==> src/rtl/vram_feeder_pkg.sv <==
// Shared types and constants for the VRAM pixel feeder.
package vram_feeder_pkg;

  typedef enum logic [1:0] {
    ST_IDLE   = 2'd0,
    ST_ACTIVE = 2'd1,
    ST_DRAIN  = 2'd2
  } state_t;

  localparam logic FMT_RGB888 = 1'b0;
  localparam logic FMT_RGB565 = 1'b1;

  localparam int BYTES_888 = 3;
  localparam int BYTES_565 = 2;

  typedef struct packed {
    logic [7:0] r;
    logic [7:0] g;
    logic [7:0] b;
  } pixel_t;

  // Widen a 565 word to 888 by replicating the top bits into the new LSBs,
  // so full-scale codes map to 0xFF and zero stays zero.
  function automatic pixel_t expand_565(input logic [15:0] word);
    pixel_t p;
    p.r = {word[15:11], word[15:13]};
    p.g = {word[10:5],  word[10:9]};
    p.b = {word[4:0],   word[4:2]};
    return p;
  endfunction

endpackage

==> src/rtl/vram_pixel_feeder_fifo.sv <==
// Small synchronous pixel FIFO with a flush that discards all entries.
module pixel_fifo
  import vram_feeder_pkg::*;
#(
  parameter int DEPTH = 4
) (
  input  logic   clk_sys,
  input  logic   rst_n,
  input  logic   flush,
  input  logic   push,
  input  pixel_t din,
  input  logic   pop,
  output pixel_t head,
  output logic   full,
  output logic   empty
);

  localparam int AW = (DEPTH > 1) ? $clog2(DEPTH) : 1;
  localparam int CW = AW + 1;

  pixel_t          r_mem [DEPTH];
  logic [AW-1:0]   r_wr_ptr;
  logic [AW-1:0]   r_rd_ptr;
  logic [CW-1:0]   r_count;
  logic            w_do_push;
  logic            w_do_pop;

  assign empty     = (r_count == '0);
  assign full      = (r_count == CW'(DEPTH));
  assign w_do_pop  = pop && !empty;
  assign w_do_push = push && (!full || w_do_pop);
  assign head      = r_mem[r_rd_ptr];

  // Storage array; contents past the pointers are don't-care, so no reset.
  always_ff @(posedge clk_sys) begin
    if (w_do_push) r_mem[r_wr_ptr] <= din;
  end

  // Pointer and occupancy tracking; flush behaves like reset for the queue.
  always_ff @(posedge clk_sys) begin
    if (!rst_n || flush) begin
      r_wr_ptr <= '0;
      r_rd_ptr <= '0;
      r_count  <= '0;
    end else begin
      if (w_do_push) r_wr_ptr <= r_wr_ptr + AW'(1);
      if (w_do_pop)  r_rd_ptr <= r_rd_ptr + AW'(1);
      r_count <= r_count + CW'(w_do_push) - CW'(w_do_pop);
    end
  end

endmodule

==> src/rtl/vram_pixel_feeder.sv <==
// Byte stream to VRAM pixel feeder: packs 888/565 bytes into pixels,
// buffers them, and writes them out while the VRAM is ready.
//
// state     | meaning
// ST_IDLE   | waiting for frame_start
// ST_ACTIVE | accepting bytes until target pixels are packed
// ST_DRAIN  | input closed, emptying FIFO until target pixels are written
module vram_pixel_feeder
  import vram_feeder_pkg::*;
#(
  parameter int FIFO_DEPTH = 4,
  parameter int CNT_W      = 24
) (
  input  logic             clk_sys,
  input  logic             vga_reset_n,
  input  logic [15:0]      H,
  input  logic [15:0]      V,
  input  logic             fmt,
  input  logic             frame_start,
  input  logic [7:0]       s_data,
  input  logic             s_valid,
  output logic             s_ready,
  input  logic             vram_ready,
  output logic             vram_req,
  output logic [7:0]       r_vram_out,
  output logic [7:0]       g_vram_out,
  output logic [7:0]       b_vram_out,
  output logic [CNT_W-1:0] frame_pixels,
  output logic             busy,
  output logic             frame_done,
  output logic             frame_abort
);

  state_t           r_state;
  state_t           w_state_nxt;
  logic             r_fmt;
  logic [CNT_W-1:0] r_target;
  logic [CNT_W-1:0] r_packed;
  logic [CNT_W-1:0] r_written;
  logic [1:0]       r_phase;
  logic [7:0]       r_byte0;
  logic [7:0]       r_byte1;
  logic             r_done;
  logic             r_abort;

  logic [CNT_W-1:0] w_target_new;
  logic             w_done_nxt;
  logic             w_abort_nxt;
  logic             w_accept;
  logic             w_last_byte;
  logic             w_push;
  logic             w_full;
  logic             w_empty;
  pixel_t           w_pix;
  pixel_t           w_head;

  // Full product first, then truncate to the counter width.
  assign w_target_new = CNT_W'(32'(H) * 32'(V));

  assign busy         = (r_state != ST_IDLE);
  assign s_ready      = (r_state == ST_ACTIVE) && (r_packed < r_target) && !w_full;
  assign w_accept     = s_valid && s_ready;
  assign w_last_byte  = (r_fmt == FMT_RGB565) ? (r_phase == 2'(BYTES_565 - 1))
                                              : (r_phase == 2'(BYTES_888 - 1));
  assign w_push       = w_accept && w_last_byte;
  assign vram_req     = !w_empty && vram_ready && busy;
  assign r_vram_out   = vram_req ? w_head.r : 8'h00;
  assign g_vram_out   = vram_req ? w_head.g : 8'h00;
  assign b_vram_out   = vram_req ? w_head.b : 8'h00;
  assign frame_pixels = r_written;
  assign frame_done   = r_done;
  assign frame_abort  = r_abort;

  // Pixel formed from stored bytes plus the byte arriving this cycle.
  always_comb begin
    w_pix = '0;
    if (r_fmt == FMT_RGB565) begin
      w_pix = expand_565({s_data, r_byte0});
    end else begin
      w_pix.r = r_byte0;
      w_pix.g = r_byte1;
      w_pix.b = s_data;
    end
  end

  // Next state and one-cycle status pulses; frame_start wins in any state.
  always_comb begin
    w_state_nxt = r_state;
    w_done_nxt  = 1'b0;
    w_abort_nxt = 1'b0;
    if (frame_start) begin
      w_abort_nxt = busy;
      if (w_target_new == '0) begin
        w_state_nxt = ST_IDLE;
        w_done_nxt  = 1'b1;
      end else begin
        w_state_nxt = ST_ACTIVE;
      end
    end else begin
      case (r_state)
        ST_ACTIVE: if (r_packed == r_target) w_state_nxt = ST_DRAIN;
        ST_DRAIN: begin
          if (r_written == r_target) begin
            w_state_nxt = ST_IDLE;
            w_done_nxt  = 1'b1;
          end
        end
        default: w_state_nxt = r_state;
      endcase
    end
  end

  // State, counters and partial-pixel byte capture.
  always_ff @(posedge clk_sys) begin
    if (!vga_reset_n) begin
      r_state   <= ST_IDLE;
      r_fmt     <= FMT_RGB888;
      r_target  <= '0;
      r_packed  <= '0;
      r_written <= '0;
      r_phase   <= '0;
      r_byte0   <= '0;
      r_byte1   <= '0;
      r_done    <= 1'b0;
      r_abort   <= 1'b0;
    end else begin
      r_state <= w_state_nxt;
      r_done  <= w_done_nxt;
      r_abort <= w_abort_nxt;
      if (frame_start) begin
        r_fmt     <= fmt;
        r_target  <= w_target_new;
        r_packed  <= '0;
        r_written <= '0;
        r_phase   <= '0;
      end else begin
        if (vram_req) r_written <= r_written + CNT_W'(1);
        if (w_accept) begin
          if (w_last_byte) begin
            r_phase  <= '0;
            r_packed <= r_packed + CNT_W'(1);
          end else begin
            r_phase <= r_phase + 2'd1;
            if (r_phase == 2'd0) r_byte0 <= s_data;
            else                 r_byte1 <= s_data;
          end
        end
      end
    end
  end

  pixel_fifo #(
    .DEPTH(FIFO_DEPTH)
  ) u_fifo (
    .clk_sys (clk_sys),
    .rst_n   (vga_reset_n),
    .flush   (frame_start),
    .push    (w_push),
    .din     (w_pix),
    .pop     (vram_req),
    .head    (w_head),
    .full    (w_full),
    .empty   (w_empty)
  );

endmodule

==> config.mk <==
export PLATFORM = sky130hd
export DESIGN_NAME = vram_pixel_feeder
export DESIGN_NICKNAME = d
export VERILOG_FILES = /design/src/rtl/vram_feeder_pkg.sv /design/src/rtl/vram_pixel_feeder_fifo.sv /design/src/rtl/vram_pixel_feeder.sv
export SDC_FILE = /design/constraint.sdc
export NUM_CORES = 1
export LEC_CHECK = 0
export CORE_MARGIN = 3
export CORE_UTILIZATION = 54
export CTS_CLUSTER_SIZE = 10
export DETAILED_ROUTE_END_ITERATION = 8
export PLACE_DENSITY = 0.75
export SLEW_MARGIN = 0
export SYNTH_ARGS = -nofsm -noshare
export SYNTH_HDL_FRONTEND = slang
export SYNTH_HIERARCHICAL = 1
export SYNTH_SLANG_ARGS = --single-unit
export TNS_END_PERCENT = 1
==> constraint.sdc <==
create_clock -name clk_sys -period 22.3 [get_ports clk_sys]
set_input_delay 4.46 -clock clk_sys [delete_from_list [all_inputs] [get_ports clk_sys]]
set_output_delay 4.46 -clock clk_sys [all_outputs]
set_load 0.1 [all_outputs]
==> results.txt, run 1 <==
----------------------------------------------------
[Timing]
  Sum of negative setup slack ... 0 ns
  Final worst clock skew ... 0.0114 ns
  Setup repair after global routing missed its margin ... no
  Final setup viols ... 0
  Achievable clock frequency ... 86.3 MHz
  Crit share post-route ... 0.520
  Final Hold Vio Count ... 0
  Number of pins with negative max-slew slack in the final report ... 0
  Tightest slew margin relative to the limit ... 0.339
  Worst Tran Pin Value ... 0.988 ns
  Worst hold slack across all endpoints ... 0.499 ns
  Final period demand of the worst path ... 11.59 ns

[CTS]
  Hold buffers post-CTS ... 0
  Clock-pin slew on the worst setup and hold paths ... 0.07 ns
  Number of clock sinks ... 200
  CTS-repair resized insts ... 0
  Root buffer selected by CTS ... sky130_fd_sc_hd__clkbuf_16
  Number of H-tree branching levels ... 4
  Clock network latency to the later pin of the worst-skew pair ... 0.44 ns
  Buffer levels on the longest clock path ... 2
  TritonCTS clock tree ... done
  Number of buffers inserted during clock tree synthesis ... 17
  Setup Buffers After CTS ... 0

[Power]
  Max VDD drop ... 0.178 mV
  PwrDens ... 127 nW/um2
  Static leakage ... 7.81 nW

[Drt]
  Antenna-violating nets left ... 0
  Drt drc ... 0
  Starting DRT DRC Count ... 881
  Total iterations of the first detailed-routing run ... 6
  Routed Wire Length ... 37200 um
  Number of vias per cell after detailed routing ... 5.60
  Mean routed wirelength per cell ... 17.6 um
  Vias after detailed routing ... 11.8k

[Die]
  Count of pins on the block boundary ... 99
  Effective utilization at floorplan ... 0.551
  FP Rows ... 63
  Horizontal extent of the die ... 180 um
  Die outline height ... 180 um
  Core ar. ... 29700 um2
  Overall die area ... 32400 um2

[Yosys]
  Number of register bits inferred by synthesis ... 200
  Synth Net Count ... 1964
  Prevailing post-synth register cell ... sky130_fd_sc_hd__dfxtp_1
  Average footprint of a synthesized cell ... 9.93 um2
  Yosys warning count ... 6
  Area fraction in and, or, nand and nor cells after synthesis ... 0.166
  Mux share of post-synthesis cell area ... 0.0619
  Synth Area in XOR/XNOR ... 0.0444
  Post-Synth Adder-Cell Area ... 0.284
  Fraction of the yosys area taken by sequential cells ... 0.303
  Post-synthesis instance area ... 16400 um2
  Cells after Synth ... 1648
  Number of enable-type register cells in the synthesized netlist ... 96
  Unique masters post-synth ... 70
  Compound-cell area share of the yosys netlist ... 0.0615
  Fraction of synthesis flops using an asynchronous set or reset pin ... 0
  Main combinational cell family by area after synthesis ... adder cells

[Cells and area]
  Footprint of the multi-input gates ... 10100 um2
  Layout fillers ... 2401
  Number of antenna cells inserted ... 0
  NumNets Final ... 2024
  Share of cells above drive strength 1 ... 0.0605
  Layout area overhead ... 11.4%
  FF+latch area ... 4960 um2
  Final instance area ... 18200 um2
  Final Core Density ... 0.614
  Cell Count, Final, Fillers Out ... 2110

[Place]
  HPWL after DPL ... 27500 um
  GP Congestion ... 0.881
  Instance area after placement ... 17600 um2
  IO buf count ... 98
  Post-Place Cells ... 2079

[Worst hold path]
  Cell depth of the worst min-delay path ... 2
  Hold Crit Endpoint ... r_packed[14]
  Worst hold path class ... register to register
  Startpoint of the worst hold path ... r_packed[14]

[Critical path]
  CP max FO ... 25
  Path depth of the worst reg2reg path ... 17
  Critical path buffer and inverter count ... 3
  Max stage delay cell, worst path ... sky130_fd_sc_hd__clkdlybuf4s50_1
  Reg-to-reg critical path endpoint ... u_fifo/r_count[2]
  Critical Path, Cell by Cell ... clkdlybuf4s50_1 -> nor3b_2 -> buf_4 -> and2_1 -> clkdlybuf4s50_1
  Reg-to-reg critical path startpoint ... r_target[1]
  CP dominant cell by count ... sky130_fd_sc_hd__clkdlybuf4s50_1
  Worst setup SP type ... input port
  Start-to-end type of the worst setup path ... input port to output pin
  Critical Path AT ... 7.13 ns
  Crit end category ... output pin
  Cell family with the largest share of critical-path delay ... buffers and inverters
  Worst stage delay on the critical path ... 1.14 ns
  Worst EP required ... 17.84 ns
  Setup slack of the worst register-to-register path ... 18.31 ns

[Global routing]
  Maximum number of pins on one net before global-route repair ... 50
  GRT Util Overall ... 0.234
  Vias in the first global route ... 12.1k
  GRT overflow ... 0
  Global-route wire length before repair ... 62100 um
  Number of antenna violations at the first check in global routing ... 0

[Run]
  Number of violations of the max-capacitance limit ... 0

[Run status]
  Outcome ... completed

----------------------------------------------------
worst max path at each step:
stage	from	end	cells past startpoint
after floorplan	vram_ready	b_vram_out[0]	3
after global placement	vram_ready	r_vram_out[5]	5
after detailed placement	vram_ready	g_vram_out[1]	5
after CTS	vram_ready	g_vram_out[1]	5
after global routing	vram_ready	g_vram_out[3]	5
final	vram_ready	g_vram_out[1]	5
through the flow:
step                      worst slack, ns  total power [W]
after global routing                10.55          0.00256
after CTS                           10.67          0.00233
after global placement              10.75          0.00197
final                               10.71          0.00232
after detailed placement            10.67          0.00202
after floorplan                     11.18          0.00168
cell usage in the layout, fill, tap and decap left out, types with 41 or more instances in the layout:
cell type and count:
sky130_fd_sc_hd__dfxtp_1 104, sky130_fd_sc_hd__inv_1 271, sky130_fd_sc_hd__and2_1 128, sky130_fd_sc_hd__nand2_1 180
sky130_fd_sc_hd__xor2_1 41, sky130_fd_sc_hd__xnor2_1 42, sky130_fd_sc_hd__ha_1 101, sky130_fd_sc_hd__edfxtp_1 96
sky130_fd_sc_hd__nor2_1 94, sky130_fd_sc_hd__fa_1 169, sky130_fd_sc_hd__clkdlybuf4s50_1 97
synthesized netlist by cell type, types with 32 or more instances:
cell type / n / share of area
sky130_fd_sc_hd__nand2_1: 180 / 0.041
sky130_fd_sc_hd__xnor2_1: 42 / 0.022
sky130_fd_sc_hd__a21oi_1: 32 / 0.0098
sky130_fd_sc_hd__inv_1: 271 / 0.062
sky130_fd_sc_hd__xor2_1: 41 / 0.022
sky130_fd_sc_hd__nand3_1: 33 / 0.010
sky130_fd_sc_hd__and2_1: 128 / 0.049
sky130_fd_sc_hd__nor2_1: 94 / 0.022
sky130_fd_sc_hd__mux2i_1: 37 / 0.023
sky130_fd_sc_hd__clkbuf_1: 58 / 0.013
sky130_fd_sc_hd__edfxtp_1: 96 / 0.18
sky130_fd_sc_hd__fa_1: 169 / 0.21
sky130_fd_sc_hd__ha_1: 101 / 0.077
sky130_fd_sc_hd__dfxtp_1: 104 / 0.13
cell families (layout without fill, tap and decap cells):
family          Yosys count  count (layout)
compound gates          147             147
fa+ha+maj               270             270
buf+inv                 339             411
xor+xnor                 83              83
mux                      70              70
simple gates            539             539
flops                   200             200
metal layers:
layer,track usage,vias to the layer above,part of all wire
li1,-,5492,-
met1,0.319,5914,0.43
met2,0.401,383,0.49
met3,0.0317,36,0.063
met4,0.0543,0,0.014
met5,0,-,0
state kept, by name, indices dropped and copies added, names as in the netlist, named ones only:
signal	count
r_byte1	8
r_fmt	1
frame_done	1
r_packed	24
u_fifo/r_rd_ptr	2
u_fifo/r_count	3
r_state	2
frame_pixels	24
r_byte0	8
r_target	24
frame_abort	1
r_phase	2
u_fifo/r_wr_ptr	2
u_fifo/r_mem	96
report_power, final:
part	internal [W]	leakage, nW	switching, W
Combinational	0.000697	5.80	0.000895
Sequential	0.000402	1.72	0.0000168
Clock	0.000152	0.289	0.000156
Total	0.00125	7.81	0.00107
final cells by class:
cell class                      instances  area share
Inverter                              271      0.0558
Clock inverter                         14     0.00919
Clock buffer                           17      0.0233
Sequential cell                       200       0.272
Timing Repair Buffer                  109      0.0580
Multi-Input combinational cell       1109       0.555
Tap cell                              390      0.0268
worst reg2reg max path: cells and delay by family (launching register included):
| family | cells | cell delay, ns |
|---|---|---|
| adder cells (fa/ha/maj) | 3 | 0.88 |
| AND/OR/NAND/NOR | 6 | 1.25 |
| AO/OA/AOI/OAI | 5 | 0.91 |
| XOR/XNOR | 2 | 0.31 |
| buffers and inverters | 1 | 0.09 |
| flip-flops | 1 | 0.42 |
(Power assumes the default switching activity.)
==> inputs of run 2 (changes only) <==
--- a/config.mk
+++ b/config.mk
@@ -9,7 +9,7 @@
 export CORE_UTILIZATION = 54
 export CTS_CLUSTER_SIZE = 10
 export DETAILED_ROUTE_END_ITERATION = 8
-export PLACE_DENSITY = 0.75
+export PLACE_DENSITY = 0.78
 export SLEW_MARGIN = 0
 export SYNTH_ARGS = -nofsm -noshare
 export SYNTH_HDL_FRONTEND = slang
==> constraint.sdc (replaced) <==
create_clock -name clk_sys -period 9.7 [get_ports clk_sys]
set_input_delay 1.94 -clock clk_sys [delete_from_list [all_inputs] [get_ports clk_sys]]
set_output_delay 1.94 -clock clk_sys [all_outputs]
set_load 0.1 [all_outputs]
==> run 2 against run 1 <==
  * Core utilization shrank 0.10 points
  * Largest power group unchanged
  * Non-clock buffer count grew 3
  * Largest cell class unchanged
  * Combinational power grew 130%
  * Final cell count grew 0.19%
  * Setup slack lost 9.3 ns
  * Register-to-register slack lost 13 ns
  * Sequential power grew 130%
  * Critical path type is now input port to register
  * Power grew 130%
  * Via count shrank 1.1%
  * Clock skew shrank 0.0037 ns
  * Flip-flop and latch count is the same
  * Critical path depth grew 17
==> results.txt, run 2 (synthesis gave the netlist of run 1 again) <==
----------------------------------------------------
[Run status]
  Outcome ... completed

[Critical path]
  Critical Path AT ... 8.65 ns (+1.52 ns)
  Worst setup SP type ... input port
  Worst EP required ... 10.04 ns (-7.80 ns)
  CP max FO ... 16 (-36%)
  Start-to-end type of the worst setup path ... input port to register
  Crit end category ... register

[Power]
  Internal ... 0.00287 W (+130%)
  Static leakage ... 7.80 nW (about the same)
  PwrDens ... 293 nW/um2 (+130%)
  Clock network power share ... 0.122 (-0.011)
  Part of the power in combinational logic ... 0.697 (+0.010)
  Max VDD drop ... 0.394 mV (+120%)
  Sw frac ... 0.461 (about the same)
  Net switching power ... 0.00245 W (+130%)
  Fraction of power consumed by sequential logic ... 0.181 (about the same)

[Cells and area]
  Share of cells above drive strength 1 ... 0.0609 (+0.000440)
  Register name with the most flops ... u_fifo/r_mem
  NumNets Final ... 2027 (+0.15%)
  Layout area overhead ... 11.2%
  Layout fillers ... 2444 (+1.8%)
  Most frequent standard cell in the layout excluding fill and tap cells ... sky130_fd_sc_hd__inv_1
  Commonest non-fill, non-tap cells in the layout ... sky130_fd_sc_hd__inv_1, sky130_fd_sc_hd__nand2_1, sky130_fd_sc_hd__fa_1
  Number of antenna cells inserted ... 0 (unchanged)
  Max reg flops ... 96 (unchanged)

[Drt]
  Total iterations of the first detailed-routing run ... 5 (-1)
  Number of vias per cell after detailed routing ... 5.53 (-1.3%)
  Antenna-violating nets left ... 0 (unchanged)
  Starting DRT DRC Count ... 869 (-1.4%)
  Mean routed wirelength per cell ... 17.2 um (-2.3%)
  Vias after detailed routing ... 11.7k (-1.1%)
  Routed Wire Length ... 36400 um (-2.1%)
  Drt drc ... 0 (unchanged)

[Timing]
  Final worst clock skew ... 0.00777 ns (-0.00367 ns)
  Final setup viols ... 0 (unchanged)
  Crit share post-route ... 0.857
  Sum of negative setup slack ... 0 ns (unchanged)
  Final period demand of the worst path ... 8.32 ns
  Final Hold Vio Count ... 0 (unchanged)
  Worst Tran Pin Value ... 0.994 ns (+0.00548 ns)
  Achievable clock frequency ... 120 MHz
  Tightest slew margin relative to the limit ... 0.335 (-0.00366)
  Setup repair after global routing missed its margin ... no
  Number of pins with negative max-slew slack in the final report ... 0 (unchanged)
  Final worst setup slack ... 1.38 ns (-9.33 ns)

[Worst hold path]
  Worst hold path class ... register to register

[Die]
  Count of pins on the block boundary ... 99 (unchanged)
  Core ar. ... 29700 um2 (unchanged)
  FP Rows ... 63 (unchanged)
  Die outline height ... 180 um (unchanged)
  Effective utilization at floorplan ... 0.551 (unchanged)
  Horizontal extent of the die ... 180 um (unchanged)
  Overall die area ... 32400 um2 (unchanged)

[CTS]
  Root buffer selected by CTS ... sky130_fd_sc_hd__clkbuf_16
  Number of buffers inserted during clock tree synthesis ... 17 (unchanged)
  Setup Buffers After CTS ... 0 (unchanged)
  Clock network latency to the later pin of the worst-skew pair ... 0.44 ns (about the same)
  Buffer levels on the longest clock path ... 2 (unchanged)
  TritonCTS clock tree ... done
  Number of H-tree branching levels ... 4 (unchanged)
  Hold buffers post-CTS ... 0 (unchanged)
  Clock-pin slew on the worst setup and hold paths ... 0.07 ns (about the same)
  CTS-repair resized insts ... 0 (unchanged)
  Number of clock sinks ... 200 (unchanged)

[Global routing]
  GRT overflow ... 0 (unchanged)
  Number of antenna violations at the first check in global routing ... 0 (unchanged)
  Global-route wire length before repair ... 61500 um (-0.99%)
  Vias in the first global route ... 12.2k (+1.2%)
  Maximum number of pins on one net before global-route repair ... 50 (unchanged)
  GRT Util Overall ... 0.231 (-0.00286)

[Place]
  GP Congestion ... 0.898 (+1.9%)
  DP Worst Slack ... 0.955 ns (-9.72 ns)
  HPWL after DPL ... 28000 um (+2.0%)
  IO buf count ... 98 (unchanged)

[Run]
  Number of violations of the max-capacitance limit ... 0 (unchanged)

----------------------------------------------------
-- run 2: final cells by class --
| cell class | count | area, um2 | share of cell area |
|---|---|---|---|
| tap | 390 | 488 | 0.0268 |
| sequential | 200 | 4960 | 0.273 |
| multi-input combinational | 1109 | 10100 | 0.556 |
| inverter | 271 | 1020 | 0.0559 |
| clock buffer | 17 | 425 | 0.0234 |
| clock inverter | 15 | 115 | 0.00632 |
| timing repair buffer | 112 | 1080 | 0.0594 |
-- run 2: final timing paths --
path                                   from                 to  slack, ns  cells after the start
worst max-delay path                   H[6]         r_state[0]       1.38                     22
worst min-delay path             r_byte1[2]         r_byte1[2]       0.49                      2
worst max register to register  r_target[1]  u_fifo/r_count[2]       5.81                     17
worst min register to register   r_byte1[2]         r_byte1[2]       0.49                      2
-- run 2: power groups by stage --
stage	Combinational, W	Sequential, W	Clock (W)
2_1_floorplan	0.00290	0.000965	0
3_3_place_gp	0.00359	0.000979	0
3_5_place_dp	0.00370	0.000980	0
4_1_cts	0.00372	0.000961	0.000665
5_1_grt	0.00426	0.000964	0.000696
6_report	0.00371	0.000962	0.000652
-- run 2: metrics by stage --
step / hold WS, ns / instance area (um2) / util / instances / total power [W]
2_1_floorplan: 0.459 / 16400 / - / 1648 / 0.00386
3_3_place_gp: 0.473 / 17700 / 0.594 / 2082 / 0.00457
3_5_place_dp: 0.487 / 17700 / 0.594 / 2082 / 0.00468
4_1_cts: 0.504 / 18200 / 0.613 / 2114 / 0.00535
5_1_grt: 0.537 / 18200 / 0.613 / 2114 / 0.00591
6_report: 0.495 / 18200 / 0.613 / 2114 / 0.00533
-- run 2: worst max-delay path, cell delays in order --
cell	delay, ns
sky130_fd_sc_hd__clkdlybuf4s50_1	0.77
sky130_fd_sc_hd__and2_1	0.37
sky130_fd_sc_hd__fa_1	0.53
sky130_fd_sc_hd__inv_1	0.05
sky130_fd_sc_hd__fa_1	0.40
sky130_fd_sc_hd__fa_1	0.46
sky130_fd_sc_hd__fa_1	0.50
sky130_fd_sc_hd__inv_1	0.05
sky130_fd_sc_hd__fa_1	0.52
sky130_fd_sc_hd__inv_1	0.05
sky130_fd_sc_hd__fa_1	0.47
sky130_fd_sc_hd__inv_1	0.04
sky130_fd_sc_hd__ha_1	0.34
sky130_fd_sc_hd__and3_4	0.22
sky130_fd_sc_hd__and4_4	0.20
sky130_fd_sc_hd__a221oi_1	0.52
sky130_fd_sc_hd__nand2b_1	0.14
sky130_fd_sc_hd__a221oi_2	0.29
sky130_fd_sc_hd__nand4_1	0.13
sky130_fd_sc_hd__nor4_1	0.31
sky130_fd_sc_hd__nand4_1	0.16
sky130_fd_sc_hd__o21a_1	0.20
-- run 2: per-layer routing --
| layer | track usage | part of all wire | vias to the layer above |
|---|---|---|---|
| met3 | 0.0365 | 0.052 | 69 |
| met2 | 0.381 | 0.48 | 348 |
| met1 | 0.318 | 0.45 | 5779 |
| li1 | - | - | 5499 |
| met4 | 0.0712 | 0.024 | 0 |
| met5 | 0 | 0 | - |
